## config.mk

```make
export PLATFORM = sky130hd
export DESIGN_NAME = prog_loader
export DESIGN_NICKNAME = d
export VERILOG_FILES = /design/src/rtl/cpu_pkg.sv /design/src/rtl/prog_loader.sv
export SDC_FILE = /design/constraint.sdc
export NUM_CORES = 1
export LEC_CHECK = 0
export ABC_AREA = 1
export CAP_MARGIN = 5
export CORE_AREA = 2 2 104 131
export DETAILED_ROUTE_END_ITERATION = 16
export DIE_AREA = 0 0 106 133
export DONT_BUFFER_PORTS = 1
export HOLD_SLACK_MARGIN = 0.08
export SYNTH_ARGS = -nofsm -noshare
export SYNTH_HDL_FRONTEND = slang
export SYNTH_SLANG_ARGS = --single-unit
```

## constraint.sdc

```tcl
create_clock -name clk -period 3.3 [get_ports clk]
set_clock_uncertainty 0.05 [all_clocks]
set_input_delay 0.66 -clock clk [delete_from_list [all_inputs] [get_ports clk]]
set_output_delay 0.66 -clock clk [all_outputs]
set_load 0.02 [all_outputs]
```

## src/rtl/cpu_pkg.sv

```systemverilog
// Definitions shared between the CPU control path and the program loader.
package cpu_pkg;

    localparam int INSTR_W  = 16;
    localparam int OPCODE_W = 4;

    typedef enum logic [2:0] {
        IDLE,
        LEN_HI,
        LEN_LO,
        WORD_HI,
        WORD_LO,
        WRITE,
        DONE,
        ERR
    } loader_state_e;

endpackage

```

## src/rtl/prog_loader.sv

```systemverilog
// Receives a length-prefixed big-endian byte stream, packs it into instruction words,
// writes them to instruction memory and then releases the CPU.
module prog_loader
    import cpu_pkg::*;
#(
    parameter int ADDR_W = 8
) (
    input  logic               clk,
    input  logic               reset,
    input  logic               start,
    input  logic               rx_valid,
    input  logic [7:0]         rx_data,
    output logic               rx_ready,
    output logic               imem_we,
    output logic [ADDR_W-1:0]  imem_addr,
    output logic [INSTR_W-1:0] imem_wdata,
    output logic               load_busy,
    output logic               load_done,
    output logic               load_err,
    output logic               cpu_enable
);

    localparam logic [16:0] DEPTH = 17'd1 << ADDR_W;

    loader_state_e      state_q, state_d;
    logic [15:0]        count_q, count_d;
    logic [15:0]        index_q, index_d;
    logic [7:0]         hi_q, hi_d;
    logic [ADDR_W-1:0]  addr_q, addr_d;
    logic [INSTR_W-1:0] wdata_q, wdata_d;
    logic [15:0]        len_new;
    logic               xfer;

    always_ff @(posedge clk or posedge reset) begin
        if (reset) begin
            state_q <= IDLE;
            count_q <= '0;
            index_q <= '0;
            hi_q    <= '0;
            addr_q  <= '0;
            wdata_q <= '0;
        end else begin
            state_q <= state_d;
            count_q <= count_d;
            index_q <= index_d;
            hi_q    <= hi_d;
            addr_q  <= addr_d;
            wdata_q <= wdata_d;
        end
    end

    // Ready is a pure state decode so the source never sees a combinational loop.
    always_comb begin
        rx_ready = 1'b0;
        case (state_q)
            LEN_HI, LEN_LO, WORD_HI, WORD_LO: rx_ready = 1'b1;
            default:                          rx_ready = 1'b0;
        endcase
    end

    assign xfer    = rx_valid & rx_ready;
    assign len_new = {count_q[15:8], rx_data};

    always_comb begin
        state_d = state_q;
        count_d = count_q;
        index_d = index_q;
        hi_d    = hi_q;
        addr_d  = addr_q;
        wdata_d = wdata_q;
        case (state_q)
            IDLE: begin
                if (start) state_d = LEN_HI;
            end
            LEN_HI: begin
                if (xfer) begin
                    count_d[15:8] = rx_data;
                    state_d       = LEN_LO;
                end
            end
            LEN_LO: begin
                if (xfer) begin
                    count_d[7:0] = rx_data;
                    if (len_new == 16'd0) begin
                        state_d = DONE;
                    end else if ({1'b0, len_new} > DEPTH) begin
                        state_d = ERR;
                    end else begin
                        index_d = '0;
                        state_d = WORD_HI;
                    end
                end
            end
            WORD_HI: begin
                if (xfer) begin
                    hi_d    = rx_data;
                    state_d = WORD_LO;
                end
            end
            WORD_LO: begin
                // Address and data are captured here so they hold steady after the strobe.
                if (xfer) begin
                    wdata_d = {hi_q, rx_data};
                    addr_d  = index_q[ADDR_W-1:0];
                    state_d = WRITE;
                end
            end
            WRITE: begin
                if (index_q == count_q - 16'd1) begin
                    state_d = DONE;
                end else begin
                    index_d = index_q + 16'd1;
                    state_d = WORD_HI;
                end
            end
            DONE, ERR: begin
                if (start) state_d = LEN_HI;
            end
            default: state_d = IDLE;
        endcase
    end

    always_comb begin
        imem_we    = (state_q == WRITE);
        load_busy  = 1'b0;
        load_done  = (state_q == DONE);
        load_err   = (state_q == ERR);
        cpu_enable = (state_q == DONE);
        case (state_q)
            LEN_HI, LEN_LO, WORD_HI, WORD_LO, WRITE: load_busy = 1'b1;
            default:                                 load_busy = 1'b0;
        endcase
    end

    assign imem_addr  = addr_q;
    assign imem_wdata = wdata_q;

endmodule

```

**Yosys cells after proc, flatten, opt, wreduce, memory -nomap -nowiden**

Index checks and enable logic that the tools add are counted.

- Flip-flop bits (word level): 67
- Input bits: 12
- Logic and storage cells: 55

- $add $sub $neg: 2
- Order comparisons: 1
- Equal/unequal tests: 16
- Multiplexer cells: 16
- Bitwise operators: 1
- Reduce and logical (&&, ||, !) cells: 12

Operator list:

| kind | count |
|---|---|
| $mux W16 | 4 |
| $pmux W16 S2 | 1 |
| $mux W3 | 8 |
| $pmux W3 S6 | 1 |
| $add A16 B1 Y16 const B | 1 |
| $eq A16 B16 Y1 | 1 |
| $gt A16 B9 Y1 const B | 1 |
| $logic_not A16 Y1 | 1 |
| $sub A16 B1 Y16 const B | 1 |
| $ne A2 B2 Y1 const B | 7 |
| $eq A3 B3 Y1 const B | 4 |
| $reduce_and A5 Y1 | 2 |
| $reduce_and A2 Y1 | 4 |
| $eq A3 B2 Y1 const B | 2 |
| $reduce_or A5 Y1 | 1 |
| $reduce_or A4 Y1 | 1 |
| $eq A3 B1 Y1 const B | 1 |
| $logic_not A3 Y1 | 1 |
| $reduce_or A3 Y1 | 1 |
| $mux W1 | 2 |
| $ne A2 B1 Y1 const B | 1 |
| $reduce_bool A2 Y1 | 1 |
| $and A1 B1 Y1 | 1 |

**Logic depth before layout (Yosys ltp)**

Gate-level depths: netlist of the first run.

- Depth after elaboration: 6
- Mapped depth: 17
- Mapped depth without buffers: 17

**Worst setup path after synthesis of the first run**

Ideal clock, no wire load.

- Kind: register to output
- Start: reg state_q[0]
- End: out load_done
- Arrival time: 1.308 ns
- Required time: 2.590 ns
- Setup slack: 1.282 ns
- Cell stages (with the launch flop): 4
- Buffers on the path: 2
- Cells stage by stage: dfrtp_1 -> buf_2 -> nor3_1 -> buf_4

- Word-level cells in the longest chain between the ends: 1

RTL lines:

| what | line | RTL |
|---|---|---|
| from (decl) | prog_loader.sv:25 | `loader_state_e state_q, state_d;` |
| from (signal assigned) | prog_loader.sv:43 | `state_q <= state_d;` |
| $eq A3 B3 Y1 | - |  |
| to (decl) | prog_loader.sv:18 | `output logic load_done,` |

No other way between the ends.

**Worst setup path in the final report of the first run**

- Start: reg state_q[2]
- End: out rx_ready

- Word-level cells in the longest chain between the ends: 3
- Elaborated cells between the ends (all ways): 6

RTL lines:

| what | line | RTL |
|---|---|---|
| $eq A3 B3 Y1 (tied with other cells) | prog_loader.sv:55 | `case (state_q)` |
| $reduce_or A4 Y1 (*) | prog_loader.sv:55 |  |
| $mux W1 (*) | prog_loader.sv:55 |  |
| to (decl) | prog_loader.sv:13 | `output logic rx_ready,` |

Every way passes the cells marked *; elsewhere a longest branch is shown, timed or not.

==> results of run 1 <==
## cell usage after synthesis (all sizes together)
library cell / count / area share, %
nand2: 167 / 17
dfrtp: 67 / 45
nor2: 62 / 7.1
inv: 50 / 5.0
o21ai: 44 / 5.9
nand3: 29 / 4.6
xor2: 19 / 4.4
mux2: 9 / 2.7
buf: 8 / 1.4
nor3: 8 / 1.2
clkbuf: 7 / 0.70
nand4: 6 / 1.0
xnor2: 6 / 1.4
a21oi: 4 / 0.83
nand3b: 3 / 0.60
ha: 2 / 0.67
nor4: 2 / 0.33
a211oi: 1 / 0.20
nor3b: 1 / 0.20
o22ai: 1 / 0.17
## cell type report
type,count,area (um2),share of cell area [%]
sequential,67,1680,39.2
multi-input combinational,364,1810,42.4
timing repair buffer,5,37.5,0.877
clock inverter,7,125,2.92
clock buffer,9,225,5.26
inverter,50,188,4.39
tap,171,214,5.00
## worst max-delay path, cell delays in order, from the launching register on
cell,delay (ns)
dfrtp_1,0.45
inv_2,0.09
nor2_1,0.13
inv_1,0.10
nor2_4,0.31
inv_2,0.25
nand2_1,0.14
inv_1,0.11
## flip-flops by register name, summed over array words and instances, names as in the netlist
register and flops:
hi_q 8, index_q 16, state_q 3, count_q 16, imem_addr 8, imem_wdata 16
## placed cells by master (no fill, tap or decap), drive strengths merged, types with 8 or more instances in the layout
cell type,instances
nor2,62
nand3,29
inv,51
mux2,9
dfrtp,67
xor2,19
nor3,8
nand2,167
o21ai,44
clkbuf,9
## metrics by stage
step	hold slack, ns	worst slack, ns	util, %
2_1_floorplan	0.399	0.907	-
3_3_place_gp	0.418	0.925	30.2
3_5_place_dp	0.429	0.890	30.2
4_1_cts	0.395	0.662	32.9
5_1_grt	0.394	0.560	32.9
6_report	0.399	0.674	32.9
## layer usage
layer	track usage, %	share of wire (%)	up-vias
met2	24.6	52	65
met5	0	0	-
met3	3.00	3.3	19
met4	7.24	2.7	0
li1	-	-	1564
met1	16.4	42	1493
## cell families (layout without fill, tap and decap cells)
kind of cell | Yosys count | after routing | synth area share [%]
compound gates | 50 | 50 | 7.06
xor+xnor | 25 | 25 | 5.83
flops | 67 | 67 | 44.7
simple gates | 278 | 278 | 32.0
buf+inv | 65 | 71 | 7.06
fa+ha+maj | 2 | 2 | 0.666
mux | 9 | 9 | 2.70
## final timing paths
| check | from | to | slack, ns | depth (start not counted) |
|---|---|---|---|---|
| max | state_q[2]$_DFFE_PP0P_ | rx_ready | 0.67 | 7 |
| min | reset | index_q[6]$_DFFE_PP0P_ | 0.40 | 1 |
| max reg2reg | state_q[2]$_DFFE_PP0P_ | index_q[13]$_DFFE_PP0P_ | 0.93 | 9 |
| min reg2reg | hi_q[6]$_DFFE_PP0P_ | hi_q[6]$_DFFE_PP0P_ | 0.44 | 2 |
| max in group asynchronous | reset | index_q[13]$_DFFE_PP0P_ | 2.04 | 2 |
| min in group clk | rx_data[4] | count_q[4]$_DFFE_PP0P_ | 0.40 | 2 |
## power by group through the flow
stage | sequential [mW] | combinational, mW | clock, mW
5_1_grt | 1.48 | 1.39 | 1.18
4_1_cts | 1.45 | 1.22 | 1.14
3_3_place_gp | 1.45 | 1.17 | 0
3_5_place_dp | 1.45 | 1.21 | 0
2_1_floorplan | 1.37 | 1.02 | 0
6_report | 1.44 | 1.21 | 1.12
==> results.md, run 1 <==
* Largest net degree at the start of global routing at 50
* Peak supply drop at 0.000379 V
* CTS H-tree lvls at 3
* Antenna violations before repair at 0
* DRT Wirelength at 9.36 mm
* Net count after synthesis at 510
* Clk pwr share at 29.6%
* Height of the die at 133 um
* Cell area power density at 881 nW/um2
* Port Buffers at 0
* TNS Setup at 0 ns
* Worst Path Max Fanout at 17
* Worst-Skew Late Latency at between 0.3 and 0.4 ns
* # diodes at 0
* Cts hold-fix bufs at 0
* Bufs on Longest Clock Path at 2
* YS warnings at 0
* Startpoint Class: register
* RSZ-0062 raised after global routing: false
* Mean Syn Cell Area at approximately 7.6 um2
* WP data arrival at between 1.5 and 2 ns
* Post-DP Area at 3930 um2
* Post-layout net count at between 500 and 600
* Worst Setup End Kind: output pin
* Final slew viol count at 0
* Final hold violation count at 0
* Leakage at 2.03 nW
* TritonRoute pass-1 iters at 5
* Tcrit/Tclk final at 79.6%
* Die Wd at ~110 um
* Grt ovf at 0
* Overall power at 3.77 mW
* Cell Rows at 47
* Internal power at roughly 2.2 mW
* Wire per inst at 13.9 um
* Fin crit period at approximately 2.6 ns
* Seq pwr share at 38.3%
* Post-synthesis cell type count at 31
* TritonCTS clock tree: done
* Slew HR at 32.3%
* Worst-path clk slew at roughly 0.06 ns
* Via density at 4.67
* Mapped Area at 3750 um2
* Area growth from synthesis to layout at 14.0%
* Crit path required time at 2.59 ns
* WS Path Type: reg2out
* Die area at 14100 um2
* Total GRT Usage at between 10% and 20%
* IO Pins at 42
* Register area share after synthesis at 44.7%
* Finish-stage setup viols at 0
* Actual slew at the worst max-slew pin at between 1 and 1.5 ns
* GP Congestion at 0.879
* Placed Instances at 657
* Ratio of cells with drive above 1 in the final layout at between 10% and 20%
* Clk root buf: clkbuf_16
* Outcome: completed
* Sw Share at 40.8%
* Post-Layout Cell Count at 673
* DRT iter0 DRCs at roughly 310
* CTS sink cnt at 67
* Vias in the first global route at 3098
* Sw power at 1.54 mW
* Post_cts resized at 0
* Hold WC Path Type: in2async
* Core region area at 13000 um2
* First-pass GRT wire length at approximately 16 mm
* HPWL after detailed placement at 6.97 mm
* Logic pwr share at 32.1%
* # fillers at 1334
* Post-CTS Setup Repair Bufs at 0
* CTS buffer count at 9
* Antenna-violating nets left at 0
* Fin area at approximately 4300 um2
* Starting Density at 28.9%
* Via count at 3141
* Max frequency at 381 MHz
* Syn Inst Count at 496
* Max Cap Viol at 0
* Seq cells post-synth at between 60 and 70
* DRC viols at 0
No activity file was read; power rests on OpenSTA's default activity.
==> inputs of run 2 (changes only) <==
clock period = 2.65 ns   (was 3.3 ns; I/O delays follow)
==> results.md, run 2 (synthesis gave the netlist of run 1 again) <==
* Final Core Density at 33.1%
* Via count at about 3200
* Crit path top cell by count: nand2_1
* Total GRT Usage at 13.5%
* Worst R2R Setup Slack at between 0.3 and 0.4 ns
* RSZ-0062 raised after global routing: false
* Most common cell after layout, fill and taps aside: nand2_1
* Startpoint Class: register
* Outcome: completed
* Core region area at between 10000 and 15000 um2
* Starting Density at 28.9%
* Worst Setup End Kind: register
* Internal power at between 2 and 3 mW
* Leakage at 2.03 nW
* First-pass GRT wire length at 14.8 mm
* Cts hold-fix bufs at 0
* IO Pins at 42
* Area growth from synthesis to layout at 14.4%
* Clk pwr share at 27.9%
* Antenna violations before repair at 0
* WP data arrival at 2.50 ns
* Hold WC Path Type: in2async
* Sw Share at 41.2%
* Via density at about 4.7
* DRT Wirelength at 9.08 mm
* Post-layout net count at 515
* Max frequency at 438 MHz
* Post_cts resized at 0
* Slew HR at 62.0%
* Sw power at 1.88 mW
* Finish-stage setup viols at 0
* Slowest stage cell, crit path: dfrtp_1
* Post-CTS Setup Repair Bufs at 0
* Fin crit period at roughly 2.3 ns
* Most frequent cells in the layout: nand2_1 (165), dfrtp_1 (67), nor2_1 (54)
* Ratio of cells with drive above 1 in the final layout at approximately 11%
* Peak supply drop at around 0.00046 V
* WS Path Type: reg2reg
* # diodes at 0
* Tcrit/Tclk final at 86.1%
* HPWL after detailed placement at 6.92 mm
* CTS H-tree lvls at 3
* Cell area power density at roughly 1100 nW/um2
* Largest net degree at the start of global routing at 44
* Logic pwr share at 32.9%
* Overall power at 4.58 mW
* TritonCTS clock tree: done
* CP max stage delay at 0.38 ns
* Worst-path clk slew at 0.06 ns
* # fillers at 1345
* DRC viols at 0
* Antenna-violating nets left at 0
* Worst-Skew Late Latency at around 0.33 ns
* Min Hold Slack at approximately 0.085 ns
* Vias in the first global route at 3061
* Final hold violation count at 0
* GP Congestion at approximately 0.85
* TritonRoute pass-1 iters at 4
* Wire per inst at 13.4 um
* CTS buffer count at 9
* Die area at 14100 um2
* Crit path required time at 2.86 ns
* Grt ovf at 0
* Fin area at around 4300 um2
* TNS Setup at 0 ns
* Bufs on Longest Clock Path at 2
* Clk root buf: clkbuf_16
* CTS sink cnt at 67
* DRT iter0 DRCs at roughly 220
* Height of the die at 133 um
* Cell breakdown of the critical path: inv_1 > ha_1 > nand3_2 > nor2_2 > nand2_1 > nand2_1 > nand2_1 > nor2_1 > nand2_1 > nor2_4 > nand3_4 > nand2_4 > nand2_1 > nand2_1
* Max Cap Viol at 0
* Port Buffers at 0
* Final slew viol count at 0
* Seq pwr share at around 39%
* Actual slew at the worst max-slew pin at 0.569 ns
* Die Wd at 106 um
* Cell Rows at 47
* Post-DP Area at 3970 um2
* Worst Path Max Fanout at 18
-- run 2: cell type report --
class	instances	area [um2]	share of cell area, %
multi-input cells	364	1810	42.2
well taps	171	214	4.98
repair buffers	9	80.1	1.86
clock inverters	7	100	2.33
inverters	50	188	4.37
clock buffers	9	225	5.24
flip-flops and latches	67	1680	39.0
-- run 2: path summary, 6_finish.rpt --
path / startpoint / to / cells after the start
worst max-delay path: count_q[0]$_DFFE_PP0P_ / index_q[5]$_DFFE_PP0P_ / 14
worst min-delay path: reset / imem_addr[1]$_DFFE_PP0P_ / 1
worst max register to register: count_q[0]$_DFFE_PP0P_ / index_q[5]$_DFFE_PP0P_ / 14
worst min register to register: hi_q[4]$_DFFE_PP0P_ / hi_q[4]$_DFFE_PP0P_ / 2
max in group asynchronous: reset / count_q[8]$_DFFE_PP0P_ / 2
min in group clk: rx_data[3] / count_q[3]$_DFFE_PP0P_ / 2
-- run 2: stage by stage --
stage,cells,setup WS (ns)
floorplan,496,0.387
global placement,661,0.460
detailed placement,661,0.372
CTS,677,0.361
global route,677,0.0751
finish,677,0.367
-- run 2: worst max-delay path: cells and delay by family, from the launching register on --
family                   cells  cell delay [ns]
adder cells (fa/ha/maj)      1             0.24
buffers and inverters        1             0.12
flip-flops                   1             0.38
AND/OR/NAND/NOR             12             1.43
-- run 2: power groups by stage --
stage | Clock, mW | Combinational, mW | Sequential (mW)
global placement | 0 | 1.48 | 1.81
floorplan | 0 | 1.27 | 1.71
global route | 1.35 | 1.73 | 1.84
detailed placement | 0 | 1.51 | 1.81
finish | 1.28 | 1.51 | 1.80
CTS | 1.31 | 1.52 | 1.80
-- run 2: per-layer routing --
metal	up-vias	wire length (um)	GRT usage, %
li1	1571	-	-
met1	1505	3790	15.2
met2	74	4580	22.8
met3	23	315	3.20
met4	0	396	8.33
met5	-	0	0
==> inputs of run 3 (changes only) <==
ABC_AREA = not set   (was 1)
ABC_CLOCK_PERIOD_IN_PS = 2650   (was not set)
CORE_AREA = 2 2 102 129   (was 2 2 104 131)
DIE_AREA = 0 0 104 131   (was 0 0 106 133)
==> results.md, run 3 <==
* Peak supply drop at 0.000637 V
* Final slew viol count at 0
* WS Path Type: reg2reg
* Port Buffers at 0
* Crit path required time at 2.85 ns
* Leakage at approximately 2.1 nW
* Fraction of registers with async set/reset at 100%
* Number of synthesized flops with an enable pin at 0
* TritonRoute pass-1 iters at 4
* DRT iter0 DRCs at 191
* Slowest stage cell, crit path: or4_4
* Post-DP Area at approximately 4200 um2
* Post-synthesis adder-cell area fraction at 0.685%
* Bufs on Longest Clock Path at 2
* Most common cell after layout, fill and taps aside: dfrtp_1
* Die area at 13600 um2
* WP data arrival at 3.03 ns
* # diodes at 0
* Synth Area in Compound Gates at around 12%
* Max frequency at 354 MHz
* Post-synth top area share at 45.9%
* Worst R2R Setup Slack at -0.18 ns
* Finish-stage setup viols at 15
* Register area share after synthesis at 45.9%
* Grt ovf at 0
* Clk root buf: clkbuf_16
* Failing checks: negative setup slack
* Via density at 5.20
* Placed Instances at 537
* Mapped Area at 3650 um2
* Cell Rows at 46
* Starting Density at slightly below 30%
* Antenna-violating nets left at 0
* YS warnings at 0
* Mean Syn Cell Area at 10.8 um2
* FF-to-FF path depth at 6
* Overall power at 5.45 mW
* Syn Inst Count at roughly 340
* Post-Layout Cell Count at 563
* DP Worst Slack at -0.167 ns
* Post-layout net count at a little over 400
* Largest cells by area after synthesis: dfrtp_1 (46%), mux2_2 (15%), nand2_1 (2.3%)
* Crit path top cell by count: or4_4
* Via count at 2927
* First-pass GRT wire length at 15.2 mm
* CTS H-tree lvls at 3
* Main combinational cell family by area after synthesis: simple AND/OR/NAND/NOR gates
* GP Congestion at 0.856
* CTS buffer count at 9
* Fin area at 4780 um2
* Main synth FF type: dfrtp_1
* Core region area at 12400 um2
* Antenna violations before repair at 0
* Worst-Skew Late Latency at 0.33 ns
* Worst-path clk slew at 0.05 ns
* Final Core Density at 38.4%
* Cell area power density at 1140 nW/um2
* Most frequent cells in the layout: dfrtp_1 (67), mux2_2 (48), buf_4 (48)
* CP max stage delay at between 0.5 and 0.6 ns
* Setup ws final at -0.178 ns
* Synth top cells by count: dfrtp_1 (67), mux2_2 (48), nand2_1 (22), nand3_1 (13), nor2_1 (13)
* Vias in the first global route at 3142
* Worst R2R End: index_q[8]$_DFFE_PP0P_
* Slew HR at 63.8%
* Min Hold Slack at 0.105 ns
* Area growth from synthesis to layout at 30.8%
* Mux cell area share after synthesis at 15.6%
* Worst Setup End Kind: register
* Hold WC Path Type: in2async
* Height of the die at 131 um
* Synth Area in XOR/XNOR at around 3.8%
* Synth Area in Simple Gates at 18.6%
* Die Wd at 104 um
* TritonCTS clock tree: done
* Startpoint Class: register
* Actual slew at the worst max-slew pin at 0.543 ns
* R2R Path Start: count_q[14]$_DFFE_PP0P_
* DRT Wirelength at 9.38 mm
* DRC viols at 0
* HPWL after detailed placement at 6.47 mm
* IO Pins at 42
* Count leader, synth: dfrtp_1
* Max Cap Viol at 0
* Largest area contributor in the netlist: dfrtp_1
* TNS Setup at -0.972 ns
* Worst Path Max Fanout at 7
* Final hold violation count at 0
* Cell breakdown of the critical path: or4_4 > or4_4 > o311a_4 > a21o_4 > or4_4 > a21oi_2
* RSZ-0062 raised after global routing: true
* Total GRT Usage at approximately 14%
* Ratio of cells with drive above 1 in the final layout at 43.3%
* Post-synthesis cell type count at 64
* Wire per inst at 16.7 um
* Seq cells post-synth at 67
* Outcome: finished, violations left
* Crit path launch: count_q[14]$_DFFE_PP0P_
* Net count after synthesis at 352
* Largest net degree at the start of global routing at around 70
* Tcrit/Tclk final at 107%
* CTS sink cnt at 67
* Fin crit period at approximately 2.8 ns
run 3: cell types whose count changed after synthesis, moves of 8 or more:
cell      previous run  this run
a21oi_1              3        11
and3_1               0         8
inv_1               45        10
mux2_2               9        48
nand2_1            165        22
nand2b_1             0         8
nand3_1             25        13
nor2_1              54        13
o21ai_0             44         8
or4_1                0        10
xor2_1              19         8
run 3: layout make-up:
class	instances	area [um2]
fillers	1234	7650
multi-input cells	244	2030
flip-flops and latches	67	1680
repair buffers	59	513
clock buffers	10	239
well taps	168	210
clock inverters	5	77.6
inverters	10	37.5
run 3: report_power, final:
group	internal [mW]	switching (mW)	total (mW)
Clock	0.839	0.422	1.26
Sequential	1.40	0.429	1.83
Combinational	1.20	1.16	2.35
run 3: worst max-delay path: cells and delay by family (launching register included):
kind	cells	cell delay (ns)
AND/OR/NAND/NOR	3	1.52
AO/OA/AOI/OAI	3	0.80
flip-flops	1	0.38
run 3: routing by layer:
metal  routed length, um  global-route usage, %
met4                 230                   8.59
met3                 487                   3.72
met1                3840                   15.7
met2                4820                   24.6
met5                   0                      0
run 3: worst max path at each step:
stage	slack, ns	to	cells after the start
final	-0.18	index_q[8]$_DFFE_PP0P_	6
after global routing	-0.24	index_q[8]$_DFFE_PP0P_	9
after CTS	-0.12	index_q[8]$_DFFE_PP0P_	6
after detailed placement	-0.17	index_q[11]$_DFFE_PP0P_	10
after global placement	-0.12	index_q[11]$_DFFE_PP0P_	8
after floorplan	-0.14	index_q[11]$_DFFE_PP0P_	8
run 3: cell families (layout without fill, tap and decap cells):
group | count (synthesis) | in the layout
AOI/OAI and AO/OA | 57 | 57
xor gates and xnor gates | 16 | 16
adders and majority gates | 2 | 2
buffers and inverters | 27 | 84
DFF | 67 | 67
muxes | 51 | 51
and+or+nand+nor | 118 | 118
run 3: repair_timing:
| action | CTS | global route |
|---|---|---|
| gates cloned | 2 | 1 |
| setup endpoints to repair | 17 | 18 |
| pin swaps | 20 | 14 |
| gates resized for setup | 34 | 12 |
| endpoints found under the hold margin | 0 | 0 |
| hold buffers | 0 | 0 |
| buffers inserted | 10 | 0 |
